$ cat src/rtl/cache_2way.sv
// cache_2way: 2-way set-associative write-back/write-allocate cache with a private 32-word backing memory.
// Define CACHE_STATS_EN to add saturating hit_count/miss_count outputs.
module cache_2way (
  input  logic       clk,
  input  logic       rst,
  input  logic       read,
  input  logic       write,
  input  logic [2:0] tag,
  input  logic [1:0] index,
  input  logic [2:0] data_in,
  output logic       hit,
  output logic       miss,
  output logic [2:0] data_out,
  output logic       dirty,
  output logic       valid,
  output logic [1:0] lru,
  output logic       writeBack,
  output logic       way,
  output logic [2:0] tag_before
`ifdef CACHE_STATS_EN
  ,
  output logic [7:0] hit_count,
  output logic [7:0] miss_count
`endif
);
  logic [1:0] vld [4];
  logic [1:0] drt [4];
  logic [2:0] tags [4][2];
  logic [2:0] data [4][2];
  logic       lru_ptr [4];
  logic [2:0] mem [32];
  logic       h0, h1, is_hit, sel, wb, new_dirty;
  logic [2:0] fill, new_data;
  assign h0 = vld[index][0] && tags[index][0] == tag;
  assign h1 = vld[index][1] && tags[index][1] == tag;
  assign is_hit = h0 | h1;
  // Victim preference: invalid way0, then invalid way1, then the LRU way.
  assign sel = h0 ? 1'b0 : h1 ? 1'b1 : !vld[index][0] ? 1'b0 : !vld[index][1] ? 1'b1 : lru_ptr[index];
  assign wb = !is_hit && vld[index][sel] && drt[index][sel];
  assign fill = mem[{tag, index}];
  assign new_data = write ? data_in : is_hit ? data[index][sel] : fill;
  assign new_dirty = write | (is_hit & drt[index][sel]);
  always_ff @(posedge clk) begin
    if (rst) begin
      for (int s = 0; s < 4; s++) begin
        vld[s] <= '0;
        drt[s] <= '0;
        lru_ptr[s] <= 1'b0;
        for (int w = 0; w < 2; w++) begin
          tags[s][w] <= '0;
          data[s][w] <= '0;
        end
      end
      for (int a = 0; a < 32; a++) mem[a] <= 3'(a >> 2);
      hit <= 1'b0;
      miss <= 1'b0;
      data_out <= '0;
      dirty <= 1'b0;
      valid <= 1'b0;
      lru <= '0;
      writeBack <= 1'b0;
      way <= 1'b0;
      tag_before <= '0;
`ifdef CACHE_STATS_EN
      hit_count <= '0;
      miss_count <= '0;
`endif
    end else if (read || write) begin
      // Write-back uses the pre-access victim contents; fill reads a different address.
      if (wb) mem[{tags[index][sel], index}] <= data[index][sel];
      vld[index][sel] <= 1'b1;
      drt[index][sel] <= new_dirty;
      tags[index][sel] <= tag;
      data[index][sel] <= new_data;
      lru_ptr[index] <= ~sel;
      hit <= is_hit;
      miss <= !is_hit;
      data_out <= new_data;
      dirty <= new_dirty;
      valid <= 1'b1;
      lru <= sel ? 2'b01 : 2'b10;
      writeBack <= wb;
      way <= sel;
      tag_before <= vld[index][sel] ? tags[index][sel] : 3'd0;
`ifdef CACHE_STATS_EN
      if (is_hit && hit_count != 8'hff) hit_count <= hit_count + 8'd1;
      if (!is_hit && miss_count != 8'hff) miss_count <= miss_count + 8'd1;
`endif
    end else begin
      hit <= 1'b0;
      miss <= 1'b0;
      writeBack <= 1'b0;
    end
  end
endmodule

$ cat config.mk
export PLATFORM = sky130hd
export DESIGN_NAME = cache_2way
export DESIGN_NICKNAME = d
export VERILOG_FILES = /design/src/rtl/cache_2way.sv
export SDC_FILE = /design/constraint.sdc
export NUM_CORES = 1
export LEC_CHECK = 0
export CORE_MARGIN = 2
export CORE_UTILIZATION = 45
export CTS_BUF_LIST = sky130_fd_sc_hd__clkbuf_16
export DETAILED_ROUTE_END_ITERATION = 7
export SYNTH_ARGS = -nofsm -noshare
export SYNTH_HDL_FRONTEND = slang
export SYNTH_SLANG_ARGS = --single-unit
$ cat constraint.sdc
create_clock -name clk -period 4.95 [get_ports clk]
set_input_delay 0.99 -clock clk [delete_from_list [all_inputs] [get_ports clk]]
set_output_delay 0.99 -clock clk [all_outputs]
set_load 0.005 [all_outputs]
==> impl_metrics.yaml, run 1 <==
die:
  die_w_um: 145
  start_util_pct: 45.9
  die-area_um2: 21000
  placementRows: 51
  core_um2: 19500
  die_h_um: 145
  ios: 26
run_status:
  status: "completed"
clock_tree:
  clk_pin_slew_ns: 0.07
  hold_buffers: 0
  cts_root_buffer: "clkbuf_16"
  h-tree-depth: 4
  cts-buffers-inserted: 17
  cts_setup_buffers: 0
  ctsResizeCount: 0
  clock_sinks: 177
  clk_latency_ns: 0.44
  cts_tree: "built"
  cts_buffer_depth: 2
power:
  max-vdd-ir-drop_mv: 0.275
  p_leak_nw: 3.45
  power_density_nw_per_um2: 349
finish:
  multi_input_area_um2: 3390
  drive_above_1_share_pct: 15.0
  regArea_um2: 5180
  fin_nets: 777
  fillers: 1716
  syn_to_final_growth_pct: 12.4
  diodes: 0
  final_cell_area_um2: 10000
  stdcell_count: 1043
synthesis:
  synthXorXnorAreaFrac_pct: 0.588
  netlist_top_cells_area: "edfxtp_1 (55%), mux4_2 (8.6%), nor2_1 (6.1%), mux2i_1 (5.5%), nand2_1 (4.2%)"
  synth_ff_type: "edfxtp_1"
  synth_top_family_by_area: "simple AND/OR/NAND/NOR gates"
  synthAdderAreaFrac_pct: 0
  syn_nets: 753
  synth.most_common_cell: "edfxtp_1"
  synth.top_cells.by_count: "edfxtp_1 (164), nor2_1 (145), nand2_1 (100)"
  synth_edf_count: 164
  synth_cell_type_count: 49
  ys_ff_latch: 177
  synth_mux_area_share_pct: 15.3
  synth_compound_area_share_pct: 6.43
  yosysSeqAreaShare_pct: 58.0
  synth.top_cell.area_share_pct: 55.1
  ys_warn_count: 0
  syn_area_um2: 8940
  syn_area_per_cell_um2: 12.1
  synth_top_cell_by_area: "edfxtp_1"
  synth-simple-area-share_pct: 15.5
  syn_inst: 741
  synth_async_sr_flop_share_pct: 0
timing:
  maxClockFrequency_mhz: 253
  rsz0062_at_grt: "no"
  post-route-min-period_ns: 3.95
  worstMarginPinSlew_ns: 1.24
  timing.final.ws_setup_ns: 1.00
  clock_skew_ns: 0.0110
  setup_tns_ns: 0
  hold_violations: 0
  timing.final.crit_share_pct: 79.7
  report.final.slew_viol_count: 0
  setup_viol: 0
  slew_headroom_pct: 17.0
routing:
  drt_iter0_drc: 580
  wl_mm: 22.7
  drcViolationCount: 0
  wl_per_cell_um: 21.8
  vias: 5998
  ant_nets: 0
  drt_first_pass_iters: 5
  via_per_inst: 5.75
run:
  drv_cap: 0
grt:
  grt_pass1_vias: 6155
  grt_max_degree: 61
  track_usage_pct: 22.2
  busiest_layer: "met2"
  use_met1_pct: 27.9
  grt_pass1_wl_mm: 35.1
  antenna_found_initial: 0
  use_met3_pct: 4.18
  gr-usage-met2_pct: 37.9
  grt_overflow: 0
critical_path:
  cp-end-kind: "flop"
  max_stage_delay_ns: 0.69
  critPathTopFamily: "simple AND/OR/NAND/NOR gates"
  crit_fanout: 24
  criticalPathCategory: "input pin to flop"
  path_cells: "buf_4 -> mux4_2 -> xnor2_1 -> and4_4 -> or4_4 -> or2_1 -> o21bai_1"
  required_ns: 5.06
  path_buf_inv: 1
  worstSetupStartpointType: "input pin"
  cp_data_arrival_time_ns: 4.06
  cp_slowest_cell: "mux4_2"
placed_design:
  dp_hpwl_mm: 16.1
  io_buffers: 25
  dp.cells: 1011
  dp_slack_ns: 0.562
  placed_area_um2: 9460
  globalplace.congestion: 0.871
hold_path:
  hold_path.class: "flop to flop"
[cells by family after synthesis]
| logic type | Yosys count |
|---|---|
| buf+inv | 69 |
| flops | 177 |
| mux | 93 |
| simple gates | 318 |
| compound gates | 78 |
| xor+xnor | 6 |
[flip-flops by register name (all words and copies together) (netlist names), 2 cells and up]
signal / count
mem: 96
data: 24
tags: 24
drt: 8
vld: 8
lru_ptr: 4
data_out: 3
tag_before: 3
lru: 2
[report_power, final]
part / leakage, nW / switching [mW] / total (mW) / internal (mW)
Combinational: 1.53 / 0.290 / 0.460 / 0.170
Sequential: 1.63 / 0.0200 / 1.71 / 1.69
Clock: 0.280 / 0.590 / 1.34 / 0.749
Total: 3.45 / 0.900 / 3.51 / 2.61
[final cells by class]
cell class | count | share of cell area [%]
timing repair buffer | 55 | 4.78
inverter | 19 | 0.710
sequential | 177 | 51.6
tap | 265 | 3.30
multi-input combinational | 495 | 33.8
clock inverter | 15 | 1.56
clock buffer | 17 | 4.24
[tightest hold or removal path: stages (launching register included)]
cell	delay, ns
dfxtp_1	0.31
inv_1	0.04
a21oi_1	0.05
[cells in the final DEF, fill, tap and decap left out, types with 4 or more instances in the layout]
cell	n
o21ai_1	4
nor3b_1	4
inv_1	19
mux2i_1	49
mux4_2	34
inv_6	6
and3_1	6
nand3_1	9
nor3_1	11
a21oi_1	10
clkbuf_16	17
dfxtp_1	13
edfxtp_1	164
nand2b_1	23
o21ai_0	7
nor2_1	145
buf_4	30
o21bai_1	29
clkdlybuf4s50_1	23
nand2_1	100
xnor2_1	6
mux2_2	10
[metrics by stage]
| stage | hold slack (ns) | total power [mW] | utilization (%) |
|---|---|---|---|
| after floorplan | 0.442 | 2.04 | - |
| after global placement | 0.444 | 2.19 | 48.6 |
| after detailed placement | 0.439 | 2.20 | 48.6 |
| after CTS | 0.449 | 3.51 | 51.6 |
| after global routing | 0.472 | 3.61 | 51.6 |
| final | 0.444 | 3.51 | 51.6 |
[metal layers]
| metal | wire length, um | vias up |
|---|---|---|
| met3 | 1240 | 39 |
| met5 | 0 | - |
| met4 | 690 | 0 |
| met1 | 9320 | 3033 |
| met2 | 11500 | 205 |
| li1 | - | 2721 |
[worst paths after layout]
path	startpoint	slack, ns	endpoint	depth (start not counted)
worst max-delay path	index[0]	1.00	mem[30][2]	7
worst min-delay path	valid	0.44	valid	2
worst max register to register	tags[3][2]	1.64	mem[30][2]	6
worst min register to register	valid	0.44	valid	2
No activity file was read; power rests on OpenSTA's default activity.
==> run 2: changes to the inputs <==
Clock period 4.95 ns to 3.7 ns, I/O delays scaled along.
==> impl_metrics.yaml, run 2 (same netlist as run 1, synthesis figures left out) <==
critical_path:
  reg2reg_from: "tags[3][2]"
  reg2reg_slack_ns: 0.76
  required_ns: 3.87
  worstSetupStartpointType: "input pin"
  cp-end-kind: "flop"
  criticalPathCategory: "input pin to flop"
  crit_fanout: 31
  crit_start: "index[1]"
  cp_data_arrival_time_ns: 3.36
timing:
  setup_viol: 0
  worstMarginPinSlew_ns: 0.663
  post-route-min-period_ns: 3.19
  clock_skew_ns: 0.00893
  setup_tns_ns: 0
  timing.final.ws_setup_ns: 0.512
  maxClockFrequency_mhz: 314
  report.final.slew_viol_count: 0
  slew_headroom_pct: 55.4
  timing.final.crit_share_pct: 86.2
  hold_violations: 0
  rsz0062_at_grt: "no"
clock_tree:
  cts_root_buffer: "clkbuf_16"
  h-tree-depth: 4
  clk_latency_ns: 0.43
  cts_setup_buffers: 0
  cts-buffers-inserted: 17
  cts_buffer_depth: 2
  ctsResizeCount: 0
  clk_pin_slew_ns: 0.07
  cts_tree: "built"
  hold_buffers: 0
  clock_sinks: 177
placed_design:
  io_buffers: 25
  dp.cells: 1033
  dp_slack_ns: 0.0780
  dp_hpwl_mm: 16.3
  globalplace.congestion: 0.832
die:
  die_w_um: 145
  start_util_pct: 45.9
  ios: 26
  die_h_um: 145
  placementRows: 51
  core_um2: 19500
  die-area_um2: 21000
routing:
  drcViolationCount: 0
  wl_met1_mm: 9.21
  wl_mm: 22.4
  dr_wl_met2_mm: 11.5
  drt_iter0_drc: 545
  dr.max_layer_used: "met4"
  via_per_inst: 5.60
  routed-wl-met3_mm: 1.01
  vias: 5960
  drt_first_pass_iters: 5
  ant_nets: 0
  wl_per_cell_um: 21.0
grt:
  grt_pass1_wl_mm: 34.4
  grt_overflow: 0
  antenna_found_initial: 0
  track_usage_pct: 21.7
  grt_max_degree: 61
  grt_pass1_vias: 6118
finish:
  layout_common_cells: "edfxtp_1 (164), nor2_1 (145), nand2_1 (100), mux2i_1 (49), buf_4 (46)"
  fin_nets: 799
  stdcell_count: 1065
  final_common_cell: "edfxtp_1"
  top_regs: "mem x96, data x24, tags x24"
  fillers: 1675
  diodes: 0
  postLayoutCoreUtil_pct: 52.9
  drive_above_1_share_pct: 17.1
  syn_to_final_growth_pct: 15.2
  largest_register_ffs: 96
  largest_register: "mem"
hold_path:
  min_from: "valid"
  hold_path.class: "flop to flop"
power:
  max-vdd-ir-drop_mv: 0.460
  p_leak_nw: 3.60
  finalPower_mw: 4.75
  power_density_nw_per_um2: 461
run:
  drv_cap: 0
run_status:
  status: "completed"
==> run 2: where the power goes <==
group          leakage [nW]  switching, mW  internal, mW  total (mW)
sequential             1.63         0.0267          2.26        2.29
clock                 0.293          0.758          1.06        1.82
combinational          1.67          0.385         0.259       0.644
==> run 2: worst paths after layout <==
kind | end | cells after the start
setup / recovery | data[3][3] | 9
hold / removal | valid | 2
setup reg to reg | mem[22][0] | 7
hold reg to reg | valid | 2
==> run 2: area by class of cell <==
type | instances | area [um2] | area share, %
flip-flops and latches | 177 | 5180 | 50.4
multi-input cells | 495 | 3390 | 33.0
repair buffers | 77 | 721 | 7.00
clock buffers | 17 | 425 | 4.13
well taps | 265 | 332 | 3.22
clock inverters | 15 | 168 | 1.63
inverters | 19 | 71.3 | 0.693
==> run 2: critical path, stage by stage <==
cell	delay [ns]
buf_2	0.23
buf_4	0.43
mux4_2	0.39
mux2i_1	0.27
nor2_1	0.08
or4_1	0.58
a31oi_2	0.32
buf_4	0.23
nor2_1	0.05
==> run 2: per-layer routing <==
metal / up-vias / global-route usage [%]
li1: 2756 / -
met1: 2985 / 27.0
met2: 185 / 38.4
met3: 34 / 3.11
met4: 0 / 8.02
met5: - / 0
==> run 2: stage by stage <==
step	hold WS [ns]	instance area, um2
final	0.467	10300
after global routing	0.486	10300
after CTS	0.471	10300
after detailed placement	0.448	9700
after global placement	0.443	9700
after floorplan	0.442	8940
==> run 3: changes to the inputs <==
Settings changed: CORE_ASPECT_RATIO set to 1.75, CORE_UTILIZATION 45 to 30, SKIP_CTS_REPAIR_TIMING set to 1.
==> impl_metrics.yaml, run 3 (same netlist as run 1, synthesis figures left out) <==
critical_path:
  required_ns: 3.88
  cp-end-kind: "flop"
  reg2reg_depth: 8
  reg2reg_from: "tags[2][0]"
  regToRegEndpoint: "data[0][0]"
  cp_data_arrival_time_ns: 3.44
  crit_fanout: 12
  crit_start: "index[0]"
  crit_path_end: "data[0][0]"
  criticalPathCategory: "input pin to flop"
  worstSetupStartpointType: "input pin"
  reg2reg_slack_ns: 0.72
timing:
  maxClockFrequency_mhz: 307
  setup_viol: 0
  worstMarginPinSlew_ns: 0.681
  setup_tns_ns: 0
  timing.final.crit_share_pct: 88.1
  clock_skew_ns: 0.00998
  hold_violations: 0
  rsz0062_at_grt: "no"
  timing.final.ws_setup_ns: 0.441
  slew_headroom_pct: 54.6
  post-route-min-period_ns: 3.26
  report.final.slew_viol_count: 0
power:
  max-vdd-ir-drop_mv: 0.400
  p_int_mw: 3.56
  switchingPower_mw: 1.25
  p_leak_nw: 3.68
  switching_share_pct: 26.1
  power_frac_clock_pct: 38.1
  seq_power_share_pct: 47.6
  power_density_nw_per_um2: 455
  power_frac_comb_pct: 14.3
finish:
  largest_register_ffs: 96
  largest_register: "mem"
  drive_above_1_share_pct: 20.0
  fillers: 2927
  syn_to_final_growth_pct: 18.2
  final_common_cell: "edfxtp_1"
  layout_common_cells: "edfxtp_1 (164), nor2_1 (145), nand2_1 (100), buf_4 (73), mux2i_1 (49)"
  top_regs: "mem x96, data x24, tags x24"
  stdcell_count: 1205
  fin_nets: 822
  diodes: 0
  final_cell_area_um2: 10600
routing:
  drcViolationCount: 0
  drt_iter0_drc: 392
  wl_per_cell_um: 20.7
  drt_first_pass_iters: 7
  ant_nets: 0
  wl_mm: 25.0
  via_per_inst: 4.99
  vias: 6009
grt:
  use_met3_pct: 2.75
  antenna_found_initial: 0
  use_met1_pct: 15.4
  track_usage_pct: 16.7
  grt_max_degree: 61
  gr-usage-met2_pct: 32.6
  grt_pass1_wl_mm: 37.6
  busiest_layer: "met2"
  grt_overflow: 0
  grt_pass1_vias: 6408
clock_tree:
  cts_buffer_depth: 2
  clk_latency_ns: 0.45
  cts-buffers-inserted: 17
  h-tree-depth: 4
  clock_sinks: 177
  clk_pin_slew_ns: 0.07
  cts_root_buffer: "clkbuf_16"
  cts_tree: "built"
die:
  core_um2: 29300
  die_w_um: 134
  placementRows: 83
  die_h_um: 232
  die-area_um2: 31200
  ios: 26
  start_util_pct: 30.5
run_status:
  status: "completed"
run:
  drv_cap: 0
hold_path:
  hold_path.class: "flop to flop"
placed_design:
  dp_hpwl_mm: 18.9
  dp_slack_ns: -0.0452
  globalplace.congestion: 0.838
  dp.cells: 1173
  placed_area_um2: 9960
  io_buffers: 25
## run 3: cell types whose count changed in the layout (fill, tap and decap cells not counted), sizes merged
cell           before  now
buf                54   78
bufinv              3    2
clkdlybuf4s50      23   22
clkinv              6    4
inv                23   26
## run 3: final cells by class
class / instances / area [um2] / share of cell area, %
multi-input cells: 495 / 3390 / 32.1
inverters: 19 / 71.3 / 0.675
clock inverters: 15 / 175 / 1.66
well taps: 382 / 478 / 4.52
flip-flops and latches: 177 / 5180 / 49.1
clock buffers: 17 / 425 / 4.03
repair buffers: 100 / 838 / 7.93
## run 3: per-stage QoR
step,hold slack [ns],utilization (%),power (mW)
floorplan,0.442,-,2.73
global placement,0.443,34.0,3.01
detailed placement,0.444,34.0,3.02
CTS,0.455,36.1,4.84
global route,0.493,36.1,4.97
finish,0.455,36.1,4.81
## run 3: per-layer routing
| layer | vias to the layer above | wire (um) |
|---|---|---|
| li1 | 2811 | - |
| met1 | 2954 | 8290 |
| met2 | 182 | 14400 |
| met3 | 62 | 783 |
| met4 | 0 | 1560 |
| met5 | - | 0 |
## run 3: worst max-delay path, cell delays in order
cell and delay [ns]:
buf_4 0.20, buf_4 0.30, mux4_2 0.54, mux2i_1 0.18
buf_4 0.16, nor3_1 0.04, or4_1 0.61, a31oi_2 0.39
buf_4 0.21, nor2_1 0.04
## run 3: how the worst min path moves through the flow
stage	end	start	slack, ns	cells after the start
3_5_place_dp	lru[1]	lru[1]	0.44	1
5_1_grt	lru[1]	lru[1]	0.49	1
3_3_place_gp	valid	valid	0.44	2
6_report	valid	valid	0.46	2
2_1_floorplan	valid	valid	0.44	2
4_1_cts	valid	valid	0.46	2
## run 3: power by group through the flow
stage | sequential [mW] | clock [mW] | combinational [mW]
2_1_floorplan | 2.32 | 0 | 0.411
3_3_place_gp | 2.33 | 0 | 0.679
3_5_place_dp | 2.33 | 0 | 0.685
4_1_cts | 2.29 | 1.86 | 0.687
5_1_grt | 2.29 | 1.94 | 0.733
6_report | 2.29 | 1.83 | 0.688
